<file path="config.mk">
export PLATFORM = sky130hd
export DESIGN_NAME = fib_request_ctrl
export DESIGN_NICKNAME = d
export VERILOG_FILES = /design/src/rtl/fib_pkg.sv /design/src/rtl/bin2bcd_seq.sv /design/src/rtl/fib_request_ctrl.sv
export SDC_FILE = /design/constraint.sdc
export NUM_CORES = 1
export LEC_CHECK = 0
export ABC_CLOCK_PERIOD_IN_PS = 3980
export CAP_MARGIN = 10
export CORE_MARGIN = 2
export CORE_UTILIZATION = 59
export DETAILED_ROUTE_END_ITERATION = 16
export PLACE_DENSITY = 0.88
export SKIP_CTS_REPAIR_TIMING = 1
export SYNTH_ARGS = -nofsm -noshare
export SYNTH_HDL_FRONTEND = slang
export SYNTH_SLANG_ARGS = --single-unit
</file>
<file path="constraint.sdc">
create_clock -name clk -period 3.98 [get_ports clk]
set_input_delay 0.597 -clock clk [delete_from_list [all_inputs] [get_ports clk]]
set_output_delay 0.597 -clock clk [all_outputs]
set_load 0.01 [all_outputs]
</file>
<file path="src/rtl/fib_pkg.sv">
// Shared types and defaults for the Fibonacci request controller and its BCD converter.
package fib_pkg;

  typedef enum logic [2:0] {
    ST_IDLE,
    ST_REQ,
    ST_WAIT,
    ST_CONV,
    ST_DONE
  } state_t;

  localparam int DW_DEF     = 20;
  localparam int IW_DEF     = 3;
  localparam int DIGITS_DEF = 7;

  // Width of a counter that must hold 0 .. n-1.
  function automatic int cnt_width(input int n);
    return (n <= 2) ? 1 : $clog2(n);
  endfunction

endpackage

</file>
<file path="src/rtl/bin2bcd_seq.sv">
// Iterative double-dabble: one add-3/shift step per clock, DW steps per conversion.
module bin2bcd_seq
  import fib_pkg::*;
#(
  parameter int DW     = DW_DEF,
  parameter int DIGITS = DIGITS_DEF
) (
  input  logic                  clk,
  input  logic                  reset_n,
  input  logic                  load,
  input  logic [DW-1:0]         bin_in,
  output logic [4*DIGITS-1:0]   bcd_out,
  output logic                  done
);

  localparam int NW = $clog2(DW + 1);

  logic [DW-1:0]       bin_q;
  logic [4*DIGITS-1:0] acc_q;
  logic [NW-1:0]       iter_q;
  logic [4*DIGITS-1:0] acc_adj;
  logic [4*DIGITS-1:0] acc_nxt;
  logic [DW-1:0]       bin_nxt;

  always_comb begin
    acc_adj = acc_q;
    for (int d = 0; d < DIGITS; d++) begin
      if (acc_q[4*d +: 4] >= 4'd5)
        acc_adj[4*d +: 4] = acc_q[4*d +: 4] + 4'd3;
    end
    acc_nxt = {acc_adj[4*DIGITS-2:0], bin_q[DW-1]};
    bin_nxt = {bin_q[DW-2:0], 1'b0};
  end

  // bcd_out is the result of the step in progress, so on the final step the
  // caller can register the finished value on the same edge.
  assign bcd_out = acc_nxt;
  assign done    = (iter_q == NW'(1));

  always_ff @(posedge clk) begin
    if (!reset_n) begin
      bin_q  <= '0;
      acc_q  <= '0;
      iter_q <= '0;
    end else if (load) begin
      bin_q  <= bin_in;
      acc_q  <= '0;
      iter_q <= NW'(DW);
    end else if (iter_q != '0) begin
      bin_q  <= bin_nxt;
      acc_q  <= acc_nxt;
      iter_q <= iter_q - NW'(1);
    end
  end

endmodule

</file>
<file path="src/rtl/fib_request_ctrl.sv">
// Initiator for the Fibonacci solver handshake: issues a request, waits for the
// result with a timeout, converts it to BCD and presents it with a valid pulse.
module fib_request_ctrl
  import fib_pkg::*;
#(
  parameter int DW      = DW_DEF,
  parameter int IW      = IW_DEF,
  parameter int DIGITS  = DIGITS_DEF,
  parameter int TIMEOUT = 1024
) (
  input  logic                clk,
  input  logic                reset_n,
  input  logic                go,
  input  logic [IW-1:0]       n_in,
  input  logic                fib_ready,
  input  logic                fib_done_tick,
  input  logic [DW-1:0]       fib_f,
  output logic                fib_start,
  output logic [IW-1:0]       fib_i,
  output logic                busy,
  output logic                valid,
  output logic [4*DIGITS-1:0] bcd,
  output logic                timeout_err
);

  localparam int            CW      = cnt_width(TIMEOUT);
  localparam logic [CW-1:0] TO_LAST = CW'(TIMEOUT - 1);

  state_t              state;
  logic [CW-1:0]       to_cnt;
  logic                conv_load;
  logic                conv_done;
  logic [4*DIGITS-1:0] conv_bcd;

  assign conv_load = (state == ST_WAIT) && fib_done_tick;
  assign fib_start = (state == ST_REQ) && fib_ready;
  assign busy      = (state != ST_IDLE);

  bin2bcd_seq #(
    .DW     (DW),
    .DIGITS (DIGITS)
  ) u_bin2bcd (
    .clk     (clk),
    .reset_n (reset_n),
    .load    (conv_load),
    .bin_in  (fib_f),
    .bcd_out (conv_bcd),
    .done    (conv_done)
  );

  always_ff @(posedge clk) begin
    if (!reset_n) begin
      state       <= ST_IDLE;
      to_cnt      <= '0;
      fib_i       <= '0;
      valid       <= 1'b0;
      bcd         <= '0;
      timeout_err <= 1'b0;
    end else begin
      valid <= 1'b0;
      case (state)
        ST_IDLE: begin
          if (go) begin
            fib_i       <= n_in;
            timeout_err <= 1'b0;
            to_cnt      <= '0;
            state       <= ST_REQ;
          end
        end
        ST_REQ: begin
          // Solver readiness takes priority over an expiring timeout.
          if (fib_ready) begin
            to_cnt <= '0;
            state  <= ST_WAIT;
          end else if (to_cnt == TO_LAST) begin
            timeout_err <= 1'b1;
            state       <= ST_IDLE;
          end else begin
            to_cnt <= to_cnt + CW'(1);
          end
        end
        ST_WAIT: begin
          if (fib_done_tick) begin
            state <= ST_CONV;
          end else if (to_cnt == TO_LAST) begin
            timeout_err <= 1'b1;
            state       <= ST_IDLE;
          end else begin
            to_cnt <= to_cnt + CW'(1);
          end
        end
        ST_CONV: begin
          if (conv_done) begin
            bcd   <= conv_bcd;
            valid <= 1'b1;
            state <= ST_DONE;
          end
        end
        ST_DONE: state <= ST_IDLE;
        default: state <= ST_IDLE;
      endcase
    end
  end

endmodule

</file>
Word level (Yosys, flattened, before mapping) --
Cells that the tools add are included.
Word-level totals: bits in registers 99, bits of input ports 28, logic and storage cells 78
Operators by class: add/subtract/negate cells 9, magnitude comparators 7, equal/unequal tests 9, muxes and demuxes 28, bitwise gates (word level) 1, reductions and logical operators 14
Operator list (number):
- two-way mux 10 bit | 4
- two-way mux 20 bit | 2
- one-hot mux 10 bit (3 select lines) | 1
- greater-or-equal comparator 4 x 3 -> 1 bit, second input constant | 7
- adder 4 x 2 -> 4 bit, second input constant | 6
- two-way mux 4 bit | 6
- two-way mux 3 bit | 6
- one-hot mux 3 bit (4 select lines) | 1
- adder 10 x 1 -> 10 bit, second input constant | 1
- equality test 10 bit, second input constant | 1
- two-way mux 5 bit | 2
- != test 2 bit, second input constant | 4
- AND reduction 2 bit | 4
- equality test 3 x 2 -> 1 bit, second input constant | 2
- nonzero test 3 bit | 2
- equality test 5 x 1 -> 1 bit, second input constant | 1
- two-way mux 1 bit | 5
- nonzero test 5 bit | 1
- subtractor 5 x 1 -> 5 bit, second input constant | 1
- AND reduction 4 bit | 1
- adder 3 x 2 -> 3 bit, second input constant | 1
- equality test 3 x 1 -> 1 bit, second input constant | 1
- zero test 3 bit | 1
- one-hot mux 1 bit (3 select lines) | 1
- 5 further kinds | 6

Logic depth before layout (Yosys ltp) --
depth after elaboration 4, gate-level depth with buffers 7, depth with buffers taken out 7

Hierarchy --
From an unflattened synthesis, not the netlist that was laid out.
Unflattened totals: cells, all modules 576, area total of the unflattened synthesis 4745.8 um^2
Modules (own cells, without submodules):
- bin2bcd_seq | instances 1, cells each 344, area an instance 2819.0 um^2, seq. area each 1061.0 um^2
- fib_request_ctrl | instances 1, cells each 232, area an instance 1926.8 um^2, seq. area each 920.9 um^2

Worst setup path before layout --
No wires, ideal clock.
kind input-to-reg, from input fib_done_tick, to register to_cnt[7], library setup time 0.146 ns, data arrival time 1.619 ns, setup slack 2.216 ns, stages 6, path through or3b_1 > a21oi_2 > buf_2 > nand4_1 > xor2_1 > nor2_1
On the way: longest elaborated chain between the ends 2
Ends and longest elaborated chain:
- from (decl) | line fib_request_ctrl.sv:16 | input logic fib_done_tick,
- != test 2 bit (no line)
- AND reduction 3 bit (no line)
- to (signal assigned) | line fib_request_ctrl.sv:79 | to_cnt <= to_cnt + CW'(1);
- to (signal assigned) | line fib_request_ctrl.sv:89 | to_cnt <= to_cnt + CW'(1);
- to (decl) | line fib_request_ctrl.sv:30 | logic [CW-1:0] to_cnt;
Every way passes these cells. A chain may end at the register's enable or synchronous reset.

Final worst setup path --
from input fib_ready, to output fib_start
On the way: longest elaborated chain between the ends 1
Ends and longest elaborated chain:
- from (decl) | line fib_request_ctrl.sv:15 | input logic fib_ready,
- logical AND 1 bit | line fib_request_ctrl.sv:36 | assign fib_start = (state == ST_REQ) && fib_ready;
- to (decl) | line fib_request_ctrl.sv:18 | output logic fib_start,
Every way passes these cells.

==> parameters.txt <==
Parameter                              Value

Status
  Result of the run ... completed

Clocking
  Root Buffer Master ... sky130_fd_sc_hd__clkbuf_8
  TritonCTS Sinks ... between 90 and 100
  Clk_lat worst skew ... between 0.3 and 0.4 ns
  Cts bufs inserted ... 9
  Number of H-tree branching levels ... 3
  Clock-pin transition on the worst setup and hold timing paths ... around 0.090 ns
  Bufs on Longest Clock Path ... 2
  CTS tree ... yes

Floorplan
  Area of the core ... about 7600 µm²
  Y dimension of the die ... a little over 90 µm
  Number of primary I/O pins ... 63
  Horizontal die dimension ... between 90 and 100 µm
  Full die area ... 8460 µm²
  Starting Density ... about three fifths
  Standard-cell rows ... 32

Timing
  Fin Clk Skew ... ~0.0075 ns
  Final hold vios ... 0
  Final Cycle Share ... just over 60%
  Worst slew margin relative to its limit ... a little under a third
  Worst Tran Pin Value ... between 1 and 1.5 ns
  Top achievable clock speed ... 0.405 GHz
  Time the worst path needs with I/O delays and setup ... about 2.5 ns
  Setup TNS ... 0 ns
  Slew Limit Fails ... 0
  Final setup violation count ... 0
  Setup repair after global routing missed its margin ... false

Logic synthesis
  Syn Std Cell Area ... between 4000 and 5000 µm²
  Count of synthesis-stage warnings from yosys ... 0
  Top-area cell type share of the netlist area ... approximately 43%
  Leading area contributor after synthesis ... sky130_fd_sc_hd__dfxtp_1
  Most common cell in the netlist ... sky130_fd_sc_hd__nand2_1
  Count of flip-flops with a built-in enable after synthesis ... 0
  Number of storage elements in the synthesis netlist ... 99
  Number of nets produced by synthesis ... 610
  Ys async rst share ... 0%
  Average instance area after synthesis ... 8.08 µm²
  Post-Synthesis Cells ... ~570
  Top flip-flop cell by instance count after synthesis ... sky130_fd_sc_hd__dfxtp_1
  Sequential fraction of the synthesis area ... ~43%
  Post-synth top cells ... 112 x sky130_fd_sc_hd__nand2_1, 99 x sky130_fd_sc_hd__dfxtp_1, 61 x sky130_fd_sc_hd__a21oi_1, 61 x sky130_fd_sc_hd__nor2_1, 22 x sky130_fd_sc_hd__inv_1
  Ranking of synthesized cells by area ... sky130_fd_sc_hd__dfxtp_1 43%, sky130_fd_sc_hd__nand2_1 9.2%, sky130_fd_sc_hd__a21oi_1 6.7%, sky130_fd_sc_hd__nor2_1 5.0%, sky130_fd_sc_hd__ha_1 4.7%
  Netlist cell types ... 45

Global route
  Vias in the first global route ... roughly 3700
  Initial antenna violation count ... 0
  Largest net degree at the start of global routing ... 56
  Global-route total usage across every layer ... 22.8%
  First-pass GRT wire length ... 15800 µm
  GR Overflow Total ... 0

Power and ir drop
  Maximum vdd drop ... 0.000285 V
  Pwr per Cell Area ... between 500 and 600 nW/µm²
  Leak Pwr ... approximately 1.9 nW

Detailed routing
  Total wire length after detailed routing ... approximately 9600 µm
  Average wire per cell in the routed design ... 13.3 µm
  First-pass detailed-route iteration total ... 5
  Vias ... between 4000 and 5000
  Routed vias/inst ... between 5 and 6
  Violation count after the first detailed-route iteration ... approximately 170
  DRC Markers ... 0
  Number of nets with antenna violations after detailed routing ... 0

Placed design
  Placed standard-cell area ... approximately 5200 µm²
  Routability Congestion ... roughly 0.84
  Placed wire-length estimate ... approximately 6500 µm
  Number of port buffers ... 62

Hold path
  Type of the tightest min-delay check ... reg -> reg

Cells and area
  # nets final ... 656
  Layout Area Growth over Synthesis ... 18.2%
  Antenna fix cells ... 0
  Fraction of layout cells with a size suffix above 1 ... under 10%
  Layout Utilization ... between 70% and 80%
  Post-route cell area ... about 5400 µm²

Worst setup path
  Critical path data arrival time ... approximately 1.9 ns
  Capturing element type of the critical path ... output pin
  Critical Setup Path Class ... in -> out
  Highest net fanout along the worst path ... 3
  Required time worst endpoint ... roughly 3.4 ns
  Crit start category ... input port

Job
  Total of max-cap violations ... 0
[path summary, 6_finish.rpt]
kind / end / from / slack (ns) / cells past startpoint
worst max-delay path: fib_start / fib_ready / 1.51 / 4
worst min-delay path: bcd[17] / bcd[17] / 0.46 / 2
worst max register to register: u_bin2bcd.acc_q[16] / state[0] / 1.52 / 6
worst min register to register: bcd[17] / bcd[17] / 0.46 / 2
[layout make-up]
type                            count  area (µm²)
Clock buffer                       12         145
Clock inverter                      4        48.8
Fill cell                         601        2210
Inverter                           23        86.3
Multi-Input combinational cell    411        2350
Sequential cell                    99        1980
Tap cell                          102         128
Timing Repair Buffer               67         658
[kinds of logic (layout without fill, tap and decap cells)]
logic type,Yosys count,after routing,share of synthesized area [%]
XOR/XNOR,12,12,2.30
buffers and inverters,55,106,5.21
AND/OR/NAND/NOR,240,240,23.7
adder cells (fa/ha/maj),17,17,4.66
AO/OA/AOI/OAI,131,131,18.3
multiplexers,11,11,2.41
flip-flops,99,99,43.4
[per-layer routing]
| layer | up-vias | GRT usage (%) | share of wire, % |
|---|---|---|---|
| met2 | 111 | 40.3 | 49 |
| met3 | 11 | 3.78 | 4.9 |
| met4 | 0 | 9.20 | 1.3 |
| met5 | - | 0 | 0 |
| li1 | 2039 | - | - |
| met1 | 1879 | 27.5 | 45 |
[metrics by stage]
step	total power [mW]	instances	hold slack [ns]	setup slack, ns
4_1_cts	2.88	718	0.458	1.50
2_1_floorplan	2.02	565	0.432	2.22
3_3_place_gp	2.18	702	0.440	1.37
5_1_grt	3.07	718	0.485	1.28
6_report	2.88	718	0.456	1.51
3_5_place_dp	2.25	702	0.446	1.25
[registers in the layout (all words and copies together), names as in the netlist]
name,cells
u_bin2bcd.iter_q,5
u_bin2bcd.bin_q,20
bcd,28
to_cnt,10
u_bin2bcd.acc_q,28
fib_i,3
timeout_err,1
valid,1
state,3
[power breakdown]
group / switching [mW] / leakage (nW) / internal (mW)
Sequential: 0.135 / 0.802 / 1.12
Combinational: 0.623 / 0.972 / 0.359
Clock: 0.334 / 0.101 / 0.309
[layout by cell type (no fill, tap or decap), types with 3 or more instances in the layout]
| cell | instances |
|---|---|
| sky130_fd_sc_hd__nand2_1 | 111 |
| sky130_fd_sc_hd__dfxtp_1 | 99 |
| sky130_fd_sc_hd__clkdlybuf4s50_1 | 62 |
| sky130_fd_sc_hd__nor2_1 | 61 |
| sky130_fd_sc_hd__a21oi_1 | 61 |
| sky130_fd_sc_hd__inv_1 | 22 |
| sky130_fd_sc_hd__a311oi_1 | 20 |
| sky130_fd_sc_hd__a211oi_1 | 19 |
| sky130_fd_sc_hd__ha_1 | 17 |
| sky130_fd_sc_hd__o21ai_0 | 16 |
| sky130_fd_sc_hd__nand3_1 | 14 |
| sky130_fd_sc_hd__nor3_1 | 12 |
| sky130_fd_sc_hd__nor3b_1 | 12 |
| sky130_fd_sc_hd__mux2i_1 | 11 |
| sky130_fd_sc_hd__clkbuf_8 | 10 |
| sky130_fd_sc_hd__xnor2_1 | 9 |
| sky130_fd_sc_hd__nand2b_1 | 8 |
| sky130_fd_sc_hd__nand4_1 | 5 |
| sky130_fd_sc_hd__buf_4 | 5 |
| sky130_fd_sc_hd__and2_1 | 3 |
| sky130_fd_sc_hd__xor2_1 | 3 |
[worst max-delay path: stages]
cell                              delay [ns]
sky130_fd_sc_hd__clkdlybuf4s50_1        0.54
sky130_fd_sc_hd__nand3_1                0.13
sky130_fd_sc_hd__inv_1                  0.08
sky130_fd_sc_hd__clkdlybuf4s50_1        0.53
(Power assumes the default switching activity.)
==> edit 1 (same settings) <==
The 5 states of `state_t` get a one-hot encoding in 5 bits.
--- a/src/rtl/fib_pkg.sv
+++ b/src/rtl/fib_pkg.sv
@@ -1,12 +1,12 @@
 // Shared types and defaults for the Fibonacci request controller and its BCD converter.
 package fib_pkg;
 
-  typedef enum logic [2:0] {
-    ST_IDLE,
-    ST_REQ,
-    ST_WAIT,
-    ST_CONV,
-    ST_DONE
+  typedef enum logic [4:0] {
+    ST_IDLE = 5'b00001,
+    ST_REQ  = 5'b00010,
+    ST_WAIT = 5'b00100,
+    ST_CONV = 5'b01000,
+    ST_DONE = 5'b10000
   } state_t;
 
   localparam int DW_DEF     = 20;
Check against the original RTL: same outputs for any inputs over 10 cycles, from zero or initial values and one cycle with reset_n low; not proved beyond that.
==> edit 1 against the original RTL <==
- clock power grew 13%
- synthesized area up 4.8%
- first-iteration DRC count up 46%
- sequential cell count increased by 2
- final area is 4.8% higher
- critical path depth fell by 1
- core utilization rose by 1.5 points
- combinational power down 12%
- total power is 2.3% lower
- sequential share of layout area shrank 0.97 points
- setup slack worse by 0.026 ns
- routed wire length increased by 4.4%
- critical path type is now reg2out
==> edit 1: results (changes against the original RTL) <==
- Biggest area contributors in the synthesized netlist: dfxtp_1 42%, nand2_1 9.9%, o211a_1 6.9% (was dfxtp_1 43%, nand2_1 9.2%, a21oi_1 6.7%).
- The overall global routing resource usage is 0.2275 (was 0.2278).
- The worst reg-to-reg path cell count is 5 (was 6).
- The number of DRC markers after the initial detailed-route iteration is 252 (was 173).
- The timing-limited maximum frequency is 400.9 MHz (was 405.1 MHz).
- The power density relative to cell area was 497.1 nW/um^2 (was 533.2 nW/um^2).
- The routing usage on met1 is 0.2842 (was 0.2746).
- The via count of the first global-routing pass is 3,794 (was 3,742).
- The power attributed to the clock group came to 0.728 mW (was 0.643 mW).
- The adder-cell area share of the yosys netlist is 0.04444 (was 0.04659).
- The final wirelength is 9993 um (was 9569 um).
- The met3 capacity usage during global routing is 0.05859 (was 0.03780).
- The instance area after placement is 5428 um^2 (was 5202 um^2).
- The detailed placement HPWL is 6982 um (was 6490 um).
- The data arrival time of the critical path is 1.90 ns (was 1.87 ns).
- Status: complete, no violations (unchanged).
- The maximum resistive drop on vdd is 0.0002663 V (was 0.0002854 V).
- The worst slew slack as a fraction of its limit came to 0.3231 (was 0.3102).
- The synthesized area per cell is 8.323 um^2 (was 8.081 um^2).
- The mux contribution to synthesized area was 0.02301 (was 0.02412).
- The minimum setup slack after placement is 1.240 ns (was 1.252 ns).
- The wire length on met1 came to 4601 um (was 4275 um).
- The net count of the finished layout was 666 (was 656).
- The peak fanout along the critical path is 8 (was 3).
- The largest net degree at the start of global routing is 44 (was 56).
- The fraction of layout cells with a size suffix above 1 is 0.04952 (was 0.04545).
- Commonest cells post-synth: 126 x nand2_1, 101 x dfxtp_1, 47 x a21oi_1 (was 112 x nand2_1, 99 x dfxtp_1, 61 x a21oi_1, 61 x nor2_1, 22 x inv_1).
- The routed length on met3 was 567 um (was 466 um).
## edit 1: worst min path at each step
stage,cells past startpoint,endpoint,slack (ns),from
finish,2,bcd[14],0.46,bcd[14]
global route,2,u_bin2bcd.acc_q[17],0.49,u_bin2bcd.acc_q[17]
CTS,2,bcd[14],0.46,bcd[14]
detailed placement,2,bcd[14],0.45,bcd[14]
global placement,2,u_bin2bcd.acc_q[25],0.44,u_bin2bcd.acc_q[25]
floorplan,2,u_bin2bcd.acc_q[25],0.43,u_bin2bcd.acc_q[25]
## edit 1: layout make-up
class                           instances  area [um^2]
Timing Repair Buffer                   67        653.1
Fill cell                             590         2152
Clock inverter                          7        103.9
Tap cell                              102        127.6
Sequential cell                       101         2022
Inverter                               20        75.07
Clock buffer                            9        123.9
Multi-Input combinational cell        422         2550
## edit 1: critical path, delay by kind of cell, from the launching register on
kind / cells / cell delay, ns
flops: 1 / 0.39
buf+inv: 1 / 0.55
simple gates: 2 / 0.59
==> edit 2 (same settings) <==
Made on the original files. Set the parameter `TIMEOUT` to 512 (it was 1024).
--- a/src/rtl/fib_request_ctrl.sv
+++ b/src/rtl/fib_request_ctrl.sv
@@ -6,7 +6,7 @@
   parameter int DW      = DW_DEF,
   parameter int IW      = IW_DEF,
   parameter int DIGITS  = DIGITS_DEF,
-  parameter int TIMEOUT = 1024
+  parameter int TIMEOUT = 512
 ) (
   input  logic                clk,
   input  logic                reset_n,
Behaviour: no difference found for any inputs over 10 cycles, from zero or initial values and one cycle with reset_n low; that may be too few to reach the edited logic, so the function may still have changed.
==> edit 2 against the original RTL <==
- total power decreased by 5.9%
- setup slack improved by 0.036 ns
- sequential cell count decreased by 1
- count of clock-buffer cells in the layout shrank 1
- synthesized area fell by 2.1%
- sequential power shrank 4%
- maximum frequency is 1.5% higher
- via count is 0.97% lower
- final area is 1.5% lower
- final cell count is 4.6% lower
- routed wire length up 2.7%
- critical path type unchanged
- largest cell class unchanged
- largest power group unchanged
==> edit 2: results (changes against the original RTL) <==
- Status: complete, no violations (unchanged).
- The wire length per cell after detailed routing was 14.35 um (was 13.33 um).
- The number of placed cells counting well taps was 670 (was 702).
- The synthesized area per cell is 8.358 um^2 (was 8.081 um^2).
- Registers with the highest flip-flop counts: bcd x28, u_bin2bcd.acc_q x28, u_bin2bcd.bin_q x20 (unchanged).
- The count of input and output buffers is 62 (unchanged).
- The number of unique standard cell types used by synthesis is 48 (was 45).
- The number of nets in the synthesized netlist is 580 (was 610).
- The worst clock skew on the final layout was 0.006853 ns (was 0.007483 ns).
- The clock-pin slew on the worst setup and hold paths was 0.09 ns (about the same).
- Commonest cells post-synth: 98 x dfxtp_1, 83 x nand2_1, 38 x nor2_1 (was 112 x nand2_1, 99 x dfxtp_1, 61 x a21oi_1, 61 x nor2_1, 22 x inv_1).
- The async set or reset register ratio after synthesis was 0 (unchanged).
- The reported leakage power is 1.825 nW (was 1.875 nW).
- The net count of the finished layout is 627 (was 656).
- The gate family responsible for the most delay along the worst path is buffers and inverters (unchanged).
- The instance area after placement is 5135 um^2 (was 5202 um^2).
- The non-filler instance count after layout is 685 (was 718).
- The largest net degree at the start of global routing is 43 (was 56).
- The minimum setup slack after placement came to 1.416 ns (was 1.252 ns).
- The placer congestion estimate came to 0.8135 (was 0.8406).
- The cell chosen for the clock root is clkbuf_8 (unchanged).
- For this run, the slowest stage of the critical path takes 0.53 ns.
- The initial antenna violation count was 0 (unchanged).
- The highest-delay cell along the critical path is clkdlybuf4s50_1 (unchanged).
- The detailed placement HPWL was 6692 um (was 6490 um).
- The peak fanout along the critical path is 4 (was 3).
- The number of DRC markers after the initial detailed-route iteration is 251 (was 173).
- The post-detailed-route via-to-cell ratio is 5.841 (was 5.627).
- Biggest area contributors in the synthesized netlist: dfxtp_1 44%, nand2_1 7.0%, ha_1 4.8% (was dfxtp_1 43%, nand2_1 9.2%, a21oi_1 6.7%).
- The worst slew slack as a fraction of its limit is 0.5109 (was 0.3102).
- The fraction of layout cells with a size suffix above 1 was 0.06143 (was 0.04545).
- The overall global routing resource usage was 0.2485 (was 0.2278).
- The sequential share of the synthesized area was 0.4387 (was 0.4341).
- The data arrival time of the critical path is 1.84 ns (was 1.87 ns).
- The maximum resistive drop on vdd is 0.0002601 V (was 0.0002854 V).
- The global-route wire length before repair is 17,070 um (was 15,840 um).
-- edit 2: changes by cell type after synthesis, moves of 5 or more --
cell,change
mux2i_1,-7
clkbuf_1,+5
o21ai_0,+21
mux2_2,+9
a21oi_1,-24
a311oi_1,-19
nor2_1,-23
nor3_1,-9
a31oi_1,+17
nand2_1,-29
o22ai_1,+28
-- edit 2: tightest hold or removal path, cell delays in order (launching register included) --
cell and delay, ns:
dfxtp_1 0.32, nand2_1 0.05, o22ai_1 0.06
-- edit 2: routing by layer --
layer	up-vias	wire length, um	global-route usage
li1	1996	-	-
met4	0	231	0.1174
met1	1878	4346	0.3112
met5	-	0	0
met2	108	4806	0.4228
met3	19	445	0.03402
-- edit 2: power breakdown --
group	switching, mW	internal [mW]
registers	0.112	1.09
logic	0.564	0.354
clock network	0.331	0.257
-- edit 2: logic make-up (layout without fill, tap and decap cells) --
group	count (synthesis)	count (layout)	synth area share
AOI/OAI and AO/OA	158	158	0.2160
xor gates and xnor gates	9	9	0.01763
adders and majority gates	17	17	0.04756
buffers and inverters	56	107	0.05120
DFF	98	98	0.4387
muxes	13	13	0.03162
and+or+nand+nor	184	184	0.1973
-- edit 2: final cells by class --
cell class	instances	area, um^2
Fill cell	587	1978
Clock buffer	11	151.4
Sequential cell	98	1962
Clock inverter	4	27.53
Tap cell	99	123.9
Timing Repair Buffer	69	673.1
Inverter	23	86.33
Multi-Input combinational cell	381	2290
-- edit 2: worst paths after layout --
| path | cells after the start | from | slack, ns | to |
|---|---|---|---|---|
| max | 3 | fib_ready | 1.55 | fib_start |
| min | 2 | u_bin2bcd.acc_q[25] | 0.47 | u_bin2bcd.acc_q[25] |
| max reg2reg | 5 | u_bin2bcd.iter_q[0] | 1.58 | u_bin2bcd.acc_q[13] |
| min reg2reg | 2 | u_bin2bcd.acc_q[25] | 0.47 | u_bin2bcd.acc_q[25] |
